--- src/rtl/makina_pkg.sv ---
// ----------------------------------------------------------------------------
// makina_pkg
// Shared definitions for the jump datapath: the jump micro-op encoding (also
// used by the instruction decoder) and its field width.
// No ports; imported with "import makina_pkg::*;".
// ----------------------------------------------------------------------------
package makina_pkg;

    localparam int JUMP_OP_W = 3;

    // Jump micro-op encoding.
    // JJMP is unconditional; JNOP still flows through the pipe but never redirects.
    typedef enum logic [JUMP_OP_W-1:0] {
        JEQ  = 3'b000,
        JNE  = 3'b001,
        JGT  = 3'b010,
        JLT  = 3'b011,
        JGE  = 3'b100,
        JLE  = 3'b101,
        JJMP = 3'b110,
        JNOP = 3'b111
    } jump_op_e;

endpackage

--- src/rtl/branch_cond_eval.sv ---
// ----------------------------------------------------------------------------
// branch_cond_eval
// Purely combinational jump-condition evaluator.
// Ports:
//   i_op      jump micro-op (jump_op_e encoding)
//   i_signed  1 = two's-complement compare, 0 = unsigned compare
//   i_a, i_b  operands
//   o_taken   1 when the jump condition holds
// ----------------------------------------------------------------------------
module branch_cond_eval
    import makina_pkg::*;
#(
    parameter int DATA_W = 16
) (
    input  logic [JUMP_OP_W-1:0] i_op,
    input  logic                 i_signed,
    input  logic [DATA_W-1:0]    i_a,
    input  logic [DATA_W-1:0]    i_b,
    output logic                 o_taken
);

    logic w_eq;
    logic w_lt;

    // Every relational op is derived from a single equality and a single
    // less-than, so the signed/unsigned choice only affects one comparator.
    assign w_eq = (i_a == i_b);
    assign w_lt = i_signed ? ($signed(i_a) < $signed(i_b)) : (i_a < i_b);

    always_comb begin
        o_taken = 1'b0;
        case (jump_op_e'(i_op))
            JEQ:  o_taken = w_eq;
            JNE:  o_taken = !w_eq;
            JGT:  o_taken = !w_lt && !w_eq;
            JLT:  o_taken = w_lt;
            JGE:  o_taken = !w_lt;
            JLE:  o_taken = w_lt || w_eq;
            JJMP: o_taken = 1'b1;
            JNOP: o_taken = 1'b0;
            default: o_taken = 1'b0;
        endcase
    end

endmodule

--- src/rtl/branch_resolve_unit.sv ---
// ----------------------------------------------------------------------------
// branch_resolve_unit
// Pipelined branch resolver. Accepts one jump micro-op per cycle, evaluates
// its condition and returns taken flag, redirect target and link address
// LATENCY (1 or 2) cycles later. A flush kills everything in flight.
// Ports:
//   i_clk, i_rst          clock, synchronous active-high reset
//   i_flush               discard all in-flight and incoming micro-ops
//   i_in_valid/o_in_ready input handshake
//   i_in_op, i_in_signed  jump op and compare signedness
//   i_in_a, i_in_b        operands
//   i_in_pc, i_in_target  micro-op PC and jump destination
//   o_out_valid/i_out_ready output handshake
//   o_out_taken           branch taken
//   o_out_target          target if taken, else 0
//   o_out_link            pc + INSTR_INC (wrapping)
//   o_taken_count         saturating count of delivered taken results
// ----------------------------------------------------------------------------
module branch_resolve_unit
    import makina_pkg::*;
#(
    parameter int DATA_W    = 16,
    parameter int ADDR_W    = 16,
    parameter int LATENCY   = 2,
    parameter int INSTR_INC = 1,
    parameter int CNT_W     = 16
) (
    input  logic                 i_clk,
    input  logic                 i_rst,
    input  logic                 i_flush,
    input  logic                 i_in_valid,
    output logic                 o_in_ready,
    input  logic [JUMP_OP_W-1:0] i_in_op,
    input  logic                 i_in_signed,
    input  logic [DATA_W-1:0]    i_in_a,
    input  logic [DATA_W-1:0]    i_in_b,
    input  logic [ADDR_W-1:0]    i_in_pc,
    input  logic [ADDR_W-1:0]    i_in_target,
    output logic                 o_out_valid,
    input  logic                 i_out_ready,
    output logic                 o_out_taken,
    output logic [ADDR_W-1:0]    o_out_target,
    output logic [ADDR_W-1:0]    o_out_link,
    output logic [CNT_W-1:0]     o_taken_count
);

    // Inputs of the condition evaluator and of the result register; they come
    // either from the operand stage (LATENCY=2) or straight from the ports.
    logic [JUMP_OP_W-1:0] w_evalOp;
    logic                 w_evalSigned;
    logic [DATA_W-1:0]    w_evalA;
    logic [DATA_W-1:0]    w_evalB;
    logic                 w_resInValid;
    logic [ADDR_W-1:0]    w_resInPc;
    logic [ADDR_W-1:0]    w_resInTarget;
    logic                 w_taken;

    logic                 r_resValid;
    logic                 r_resTaken;
    logic [ADDR_W-1:0]    r_resTarget;
    logic [ADDR_W-1:0]    r_resLink;
    logic [CNT_W-1:0]     r_takenCount;

    logic                 w_resEn;
    logic                 w_outFire;

    // The result stage may load whenever it is empty or its content leaves.
    assign w_resEn   = !r_resValid || i_out_ready;
    // A result presented during a flush is squashed, so it never counts.
    assign w_outFire = r_resValid && i_out_ready && !i_flush;

    generate
        if (LATENCY == 2) begin : g_lat2
            logic                 r_s1Valid;
            logic [JUMP_OP_W-1:0] r_s1Op;
            logic                 r_s1Signed;
            logic [DATA_W-1:0]    r_s1A;
            logic [DATA_W-1:0]    r_s1B;
            logic [ADDR_W-1:0]    r_s1Pc;
            logic [ADDR_W-1:0]    r_s1Target;
            logic                 w_s1En;

            assign w_s1En     = !r_s1Valid || w_resEn;
            assign o_in_ready = !i_flush && w_s1En;

            // Operand stage: captures the raw micro-op. Payload only loads
            // on a real transfer so idle cycles do not toggle the datapath.
            always_ff @(posedge i_clk) begin
                if (i_rst) begin
                    r_s1Valid  <= 1'b0;
                    r_s1Op     <= '0;
                    r_s1Signed <= 1'b0;
                    r_s1A      <= '0;
                    r_s1B      <= '0;
                    r_s1Pc     <= '0;
                    r_s1Target <= '0;
                end else if (i_flush) begin
                    r_s1Valid <= 1'b0;
                end else if (w_s1En) begin
                    r_s1Valid <= i_in_valid;
                    if (i_in_valid) begin
                        r_s1Op     <= i_in_op;
                        r_s1Signed <= i_in_signed;
                        r_s1A      <= i_in_a;
                        r_s1B      <= i_in_b;
                        r_s1Pc     <= i_in_pc;
                        r_s1Target <= i_in_target;
                    end
                end
            end

            assign w_evalOp      = r_s1Op;
            assign w_evalSigned  = r_s1Signed;
            assign w_evalA       = r_s1A;
            assign w_evalB       = r_s1B;
            assign w_resInValid  = r_s1Valid;
            assign w_resInPc     = r_s1Pc;
            assign w_resInTarget = r_s1Target;
        end else begin : g_lat1
            if (LATENCY != 1) begin : g_badLatency
                $error("branch_resolve_unit: LATENCY must be 1 or 2");
            end

            assign o_in_ready    = !i_flush && w_resEn;
            assign w_evalOp      = i_in_op;
            assign w_evalSigned  = i_in_signed;
            assign w_evalA       = i_in_a;
            assign w_evalB       = i_in_b;
            assign w_resInValid  = i_in_valid;
            assign w_resInPc     = i_in_pc;
            assign w_resInTarget = i_in_target;
        end
    endgenerate

    branch_cond_eval #(
        .DATA_W (DATA_W)
    ) u_condEval (
        .i_op     (w_evalOp),
        .i_signed (w_evalSigned),
        .i_a      (w_evalA),
        .i_b      (w_evalB),
        .o_taken  (w_taken)
    );

    // Result stage: holds taken/target/link. It only loads when w_resEn is
    // high, which keeps the outputs frozen while the consumer stalls.
    always_ff @(posedge i_clk) begin
        if (i_rst) begin
            r_resValid  <= 1'b0;
            r_resTaken  <= 1'b0;
            r_resTarget <= '0;
            r_resLink   <= '0;
        end else if (i_flush) begin
            r_resValid <= 1'b0;
        end else if (w_resEn) begin
            r_resValid <= w_resInValid;
            if (w_resInValid) begin
                r_resTaken  <= w_taken;
                r_resTarget <= w_taken ? w_resInTarget : '0;
                r_resLink   <= w_resInPc + ADDR_W'(INSTR_INC);
            end
        end
    end

    // Saturating count of taken results actually handed to the consumer.
    always_ff @(posedge i_clk) begin
        if (i_rst) begin
            r_takenCount <= '0;
        end else if (w_outFire && r_resTaken && (r_takenCount != {CNT_W{1'b1}})) begin
            r_takenCount <= r_takenCount + 1'b1;
        end
    end

    assign o_out_valid   = r_resValid;
    assign o_out_taken   = r_resTaken;
    assign o_out_target  = r_resTarget;
    assign o_out_link    = r_resLink;
    assign o_taken_count = r_takenCount;

endmodule
--- config.mk ---
export PLATFORM = sky130hd
export DESIGN_NAME = branch_resolve_unit
export DESIGN_NICKNAME = d
export VERILOG_FILES = /design/src/rtl/makina_pkg.sv /design/src/rtl/branch_cond_eval.sv /design/src/rtl/branch_resolve_unit.sv
export SDC_FILE = /design/constraint.sdc
export NUM_CORES = 1
export LEC_CHECK = 0
export CAP_MARGIN = 20
export CORE_MARGIN = 4
export CORE_UTILIZATION = 45
export CTS_CLUSTER_DIAMETER = 80
export DETAILED_ROUTE_END_ITERATION = 6
export MAX_ROUTING_LAYER = met4
export PLACE_DENSITY = 0.78
export SLEW_MARGIN = 30
export SYNTH_ARGS = -nofsm -noshare
export SYNTH_HDL_FRONTEND = slang
export SYNTH_HIERARCHICAL = 1
export SYNTH_SLANG_ARGS = --single-unit
--- constraint.sdc ---
create_clock -name i_clk -period 2.7 [get_ports i_clk]
set_input_delay 0.54 -clock i_clk [delete_from_list [all_inputs] [get_ports i_clk]]
set_output_delay 0.54 -clock i_clk [all_outputs]
set_load 0.02 [all_outputs]
### Word level (Yosys, flattened, before mapping)

Index checks and enable logic that the tools add are counted.

* bits in registers: 119
* input bits: 73
* output and inout port bits: 51
* logic and storage cells: 47

* add/subtract/negate cells: 2
* magnitude comparators: 2
* eq/ne operators: 9
* muxes and demuxes: 3
* bitwise logic cells: 1
* reduce and logical (&&, ||, !) cells: 18

Operators with widths (count)
* adder 16 x 1 -> 16 bit (second input constant): 2
* < comparator 16 bit: 2
* equality test 16 bit: 1
* 2-to-1 mux 16 bit: 1
* != test 16 bit (second input constant): 1
* equality test 3 bit (second input constant): 4
* case mux 1 bit (8 select lines): 1
* equality test 3 x 2 -> 1 bit (second input constant): 2
* logical AND 1 bit: 6
* AND reduction 3 bit: 2
* logical NOT 1 bit: 5
* equality test 3 x 1 -> 1 bit (second input constant): 1
* logical NOT 3 bit: 1
* logical OR 1 bit: 3
* OR reduction 2 bit: 1
* 2-to-1 mux 1 bit: 1
* NOT 1 bit: 1

### Logic depth before layout (Yosys ltp)

* word-level depth: 6
* gate-level depth with buffers: 13
* mapped depth without buffers: 11

### By module

The synthesis kept the hierarchy.

Modules (own cells, without submodules)
* branch_resolve_unit: times used 1, cells an instance 575, area an instance 4650.7 um^2, sequential area each 2382.3 um^2
* branch_cond_eval: times used 1, cells an instance 69, area an instance 484.2 um^2, sequential area each 0.0 um^2

### Worst setup path before layout

No wires, ideal clock.

* path kind: reg-to-reg
* start point: register g_lat2.r_s1B[14]
* end point: register r_resTarget[10] (netlist: o_out_target[10])
* library setup time: 0.070 ns
* arrival time: 2.621 ns
* required time: 2.630 ns
* path slack: 0.009 ns
* stages on the path, launching flop included: 14
* path buffers: 2
* clock period less this slack: 2.691 ns
* cells stage by stage: dfxtp_1 inv_1 ha_1 a21oi_2 nand2_1 a221o_1 a211oi_2 xnor2_1 a311o_1 and4_1 clkbuf_1 clkbuf_1 nand3_1 a21oi_1

* cells in the longest elaborated chain, start to end: 6
* elaborated cells on any way between the ends: 10
* those cells by class: order compare: 2; eq/ne: 1; mux: 3; reduce/logical: 4

Ends and longest elaborated chain
* start, declared: line branch_resolve_unit.sv:78 `logic [DATA_W-1:0] r_s1B;`
* start signal, assigned: line branch_resolve_unit.sv:105 `r_s1B <= i_in_b;`
* < comparator 16 bit: line branch_cond_eval.sv:28 `assign w_lt = i_signed ? ($signed(i_a) < $signed(i_b)) : (i_a < i_b);`
* 2-to-1 mux 1 bit: line branch_cond_eval.sv:28
* logical NOT 1 bit: line branch_cond_eval.sv:35, branch_cond_eval.sv:37
* logical AND 1 bit: line branch_cond_eval.sv:35 `JGT: o_taken = !w_lt && !w_eq;`
* case mux 1 bit (8 select lines) (*): line branch_cond_eval.sv:32 `case (jump_op_e'(i_op))`
* via w_taken: line branch_resolve_unit.sv:56 `logic w_taken;`
* 2-to-1 mux 16 bit (*): line branch_resolve_unit.sv:159 `r_resTarget <= w_taken ? w_resInTarget : '0;`
* end signal, assigned: line branch_resolve_unit.sv:159
* end, declared: line branch_resolve_unit.sv:60 `logic [ADDR_W-1:0] r_resTarget;`

The timed path passes the listed nets; every way through them passes the cells marked *.
A chain may end at the register's enable or synchronous reset.

### Final worst setup path

* start point: register g_lat2.r_s1B[7]
* end point: register r_resTarget[9] (netlist: o_out_target[9])

* cells in the longest elaborated chain, start to end: 6
* elaborated cells on any way between the ends: 10
* those cells by class: order compare: 2; eq/ne: 1; mux: 3; reduce/logical: 4

Ends and longest elaborated chain (line)
* < comparator 16 bit: branch_cond_eval.sv:28
* 2-to-1 mux 1 bit: branch_cond_eval.sv:28
* logical NOT 1 bit: branch_cond_eval.sv:35, branch_cond_eval.sv:37
* logical AND 1 bit: branch_cond_eval.sv:35
* case mux 1 bit (8 select lines) (*): branch_cond_eval.sv:32
* 2-to-1 mux 16 bit (*): branch_resolve_unit.sv:159

Every way passes the cells marked *; elsewhere a longest branch is shown, timed or not.

==> flow_summary.toml <==
[timing]
setup_tns_ns = 0
max_slew_margin_pct = 67.5
max_freq_mhz = 380
worstMarginPinSlew_ns = 0.485
slew_viol_final = 0
finalSetupViolations = 0
fin_skew_ns = 0.0100
period_share_pct = 97.4
hold_violations = 0
layout_setup_ws_ns = 0.0705
fin_crit_ns = 2.63

[detailed_routing]
vias_per_cell = 5.39
drtPass1Iterations = 5
drc = 0
vias = 4914
drt_wl_total_mm = 13.7
ant_nets = 0
drt_iter0_drc = 336
wire_per_inst_um = 15.0

[worst_setup_path]
path_cells = "inv_1, ha_1, a21oi_1, o21ai_1, a221o_1, a211oi_2, xnor2_2, a311o_1, and4_4, nand3_1, a21oi_1"
slowest_stage = "a221o_1"
crit_type = "reg -> reg"
timing.critical_path.mode_cell = "a21oi_1"
crit_fanout = 8
cp.buffers_inverters = 1
slowest_delay_ns = 0.34
worstPathArrival_ns = 2.96
end_kind = "flip-flop"
critPathTopFamily = "compound AO/OA/AOI/OAI gates"
crit_required_ns = 3.03
worst_setup_path_start_kind = "flip-flop"

[grt]
overflow = 0
grt_use_total_pct = 21.4
antenna_found_initial = 0
grt_pass1_wl_mm = 22.1
grt_max_degree = 49
grt_pass1_vias = 4722

[power]
peakVddDrop_uv = 489
power.leakage_nw = 2.54
power_density_mw_per_mm2 = 660

[clocking]
cts.sinks = 119
clock_latency_ns = 0.40
cts_buffers = 17
htreeDepth = 4
cts_root_buf = "clkbuf_16"
cts_hold_buf = 0
path_clk_slew_ns = 0.05
clk_path_buf_depth = 2
cts_setup_buffers = 0
cts_tree = "yes"

[place]
io_buffers = 123
place_ws_ns = -0.122
gp_congestion = 0.824
post-dp-hpwl_mm = 9.00

[logic_synthesis]
synth_edf_count = 0
avgSynthCellArea_um2 = 7.97
seq_area_frac_synth_pct = 46.4
async_flop_share_pct = 0
synth_flop_cell = "dfxtp_1"
synth_area_mm2 = 0.00513
netlist_instances = 644
syn_nets = 735
synth_cell_type_count = 50
synth-seq-cells = 119
yosys_warnings = 6

[job]
max-cap-violations = 0

[die]
core_mm2 = 0.0110
io_pins = 124
die_area_mm2 = 0.0132
initial_core_util_pct = 46.8
fp.dieH_um = 115
row_count = 38
die_width_um = 115

[hold_path]
holdCritPathClass = "reg -> reg"

[finish]
multiInputGateArea_mm2 = 0.00258
seqCellArea_mm2 = 0.00238
drive_gt1_share_pct = 7.65
n_fill_cell = 911
fin_util_pct = 65.3
syn_to_final_growth_pct = 39.7
diodes = 0
num-nets-final = 851

[outcome]
outcome = "complete, no violations"
## state kept, by name, summed over array words and instances (netlist names)
signal / cells
g_lat2.r_s1A: 16
g_lat2.r_s1B: 16
g_lat2.r_s1Pc: 16
g_lat2.r_s1Target: 16
o_out_link: 16
o_out_target: 16
o_taken_count: 16
g_lat2.r_s1Op: 3
g_lat2.r_s1Signed: 1
g_lat2.r_s1Valid: 1
o_out_taken: 1
o_out_valid: 1
## report_power, final
part           total, W  internal (W)  switching [W]  leakage [nW]
logic          0.000432      0.000213       0.000219          1.26
registers       0.00186       0.00181      0.0000410         0.968
clock network   0.00245       0.00167       0.000774         0.313
## tightest hold or removal path: cells and delay by family, from the launching register on
kind	cells	cell delay, ns
compound gates	1	0.05
simple gates	1	0.05
flops	1	0.31
## worst paths after layout
| check | from | endpoint | slack [ns] | cells past startpoint |
|---|---|---|---|---|
| setup reg to reg | g_lat2.r_s1B[7]$_SDFFE_PP0P_ | o_out_target[9]$_SDFFE_PP0P_ | 0.07 | 11 |
| hold / removal | o_out_target[5]$_SDFFE_PP0P_ | o_out_target[5]$_SDFFE_PP0P_ | 0.45 | 2 |
| setup / recovery | g_lat2.r_s1B[7]$_SDFFE_PP0P_ | o_out_target[9]$_SDFFE_PP0P_ | 0.07 | 11 |
| hold reg to reg | o_out_target[5]$_SDFFE_PP0P_ | o_out_target[5]$_SDFFE_PP0P_ | 0.45 | 2 |
## layout make-up
class,count,area share (%)
Multi-Input combinational cell,465,36.0
Tap cell,140,2.44
Timing Repair Buffer,131,18.1
Inverter,26,1.36
Clock inverter,9,2.42
Clock buffer,21,6.42
Sequential cell,119,33.2
## Yosys cell counts (3+ instances only)
master	count	share of area, %
nand2_1	174	13
a21oi_1	110	11
o21ai_0	12	1.2
buf_2	4	0.39
ha_1	18	4.4
nand3_1	33	3.2
or4_1	6	0.88
clkbuf_1	26	1.9
and4_1	4	0.68
nor4_1	4	0.49
dfxtp_1	119	46
nor2b_1	3	0.37
buf_1	6	0.44
nand4_1	8	0.97
nor2_1	18	1.3
and3_1	4	0.49
a211oi_1	9	1.3
inv_1	26	1.9
o31ai_1	4	0.58
xnor2_1	11	1.9
xor2_1	4	0.68
nor3_1	7	0.68
nand3b_1	3	0.44
## metal layers
layer	routed length (um)	track usage, %	part of all wire [%]
met2	6800	35.9	50
met3	834	4.79	6.1
met5	0	-	0
met4	209	7.82	1.5
met1	5830	25.1	43
## cell usage in the layout, fill, tap and decap left out, types with 5 or more instances in the layout
| master | n |
|---|---|
| a211oi_1 | 9 |
| or4_1 | 6 |
| nand3_1 | 32 |
| inv_1 | 26 |
| nor3_1 | 7 |
| nand4_1 | 8 |
| nor2_1 | 18 |
| ha_1 | 17 |
| a21oi_1 | 108 |
| o21ai_0 | 11 |
| bufinv_16 | 5 |
| xnor2_1 | 10 |
| buf_4 | 8 |
| nand2_1 | 174 |
| clkdlybuf4s50_1 | 122 |
| dfxtp_1 | 119 |
| clkbuf_16 | 17 |
## kinds of logic (layout without fill, tap and decap cells)
logic type	Yosys count	in the layout	synth area share, %
and+or+nand+nor	276	278	24.6
AOI/OAI and AO/OA	151	151	16.9
DFF	119	119	46.4
buffers and inverters	62	187	4.63
adders and majority gates	18	18	4.39
xor gates and xnor gates	15	15	2.56
muxes	3	3	0.609
## timing repair
action	in CTS	in global routing
pin swaps	0	5
cloned	0	2
setup endpoints to repair	17	17
resized for setup	3	7
endpoints found under the hold margin	0	0
## through the flow
| stage | cells | power, W | hold WS (ns) | instance area [um^2] |
|---|---|---|---|---|
| after floorplan | 644 | 0.00210 | 0.432 | 5130 |
| after global placement | 879 | 0.00228 | 0.444 | 6480 |
| after detailed placement | 879 | 0.00229 | 0.447 | 6480 |
| after CTS | 909 | 0.00474 | 0.455 | 7130 |
| after global routing | 911 | 0.00489 | 0.474 | 7170 |
| final | 911 | 0.00473 | 0.454 | 7170 |
Note: power is estimated with default switching activity, not from simulation.
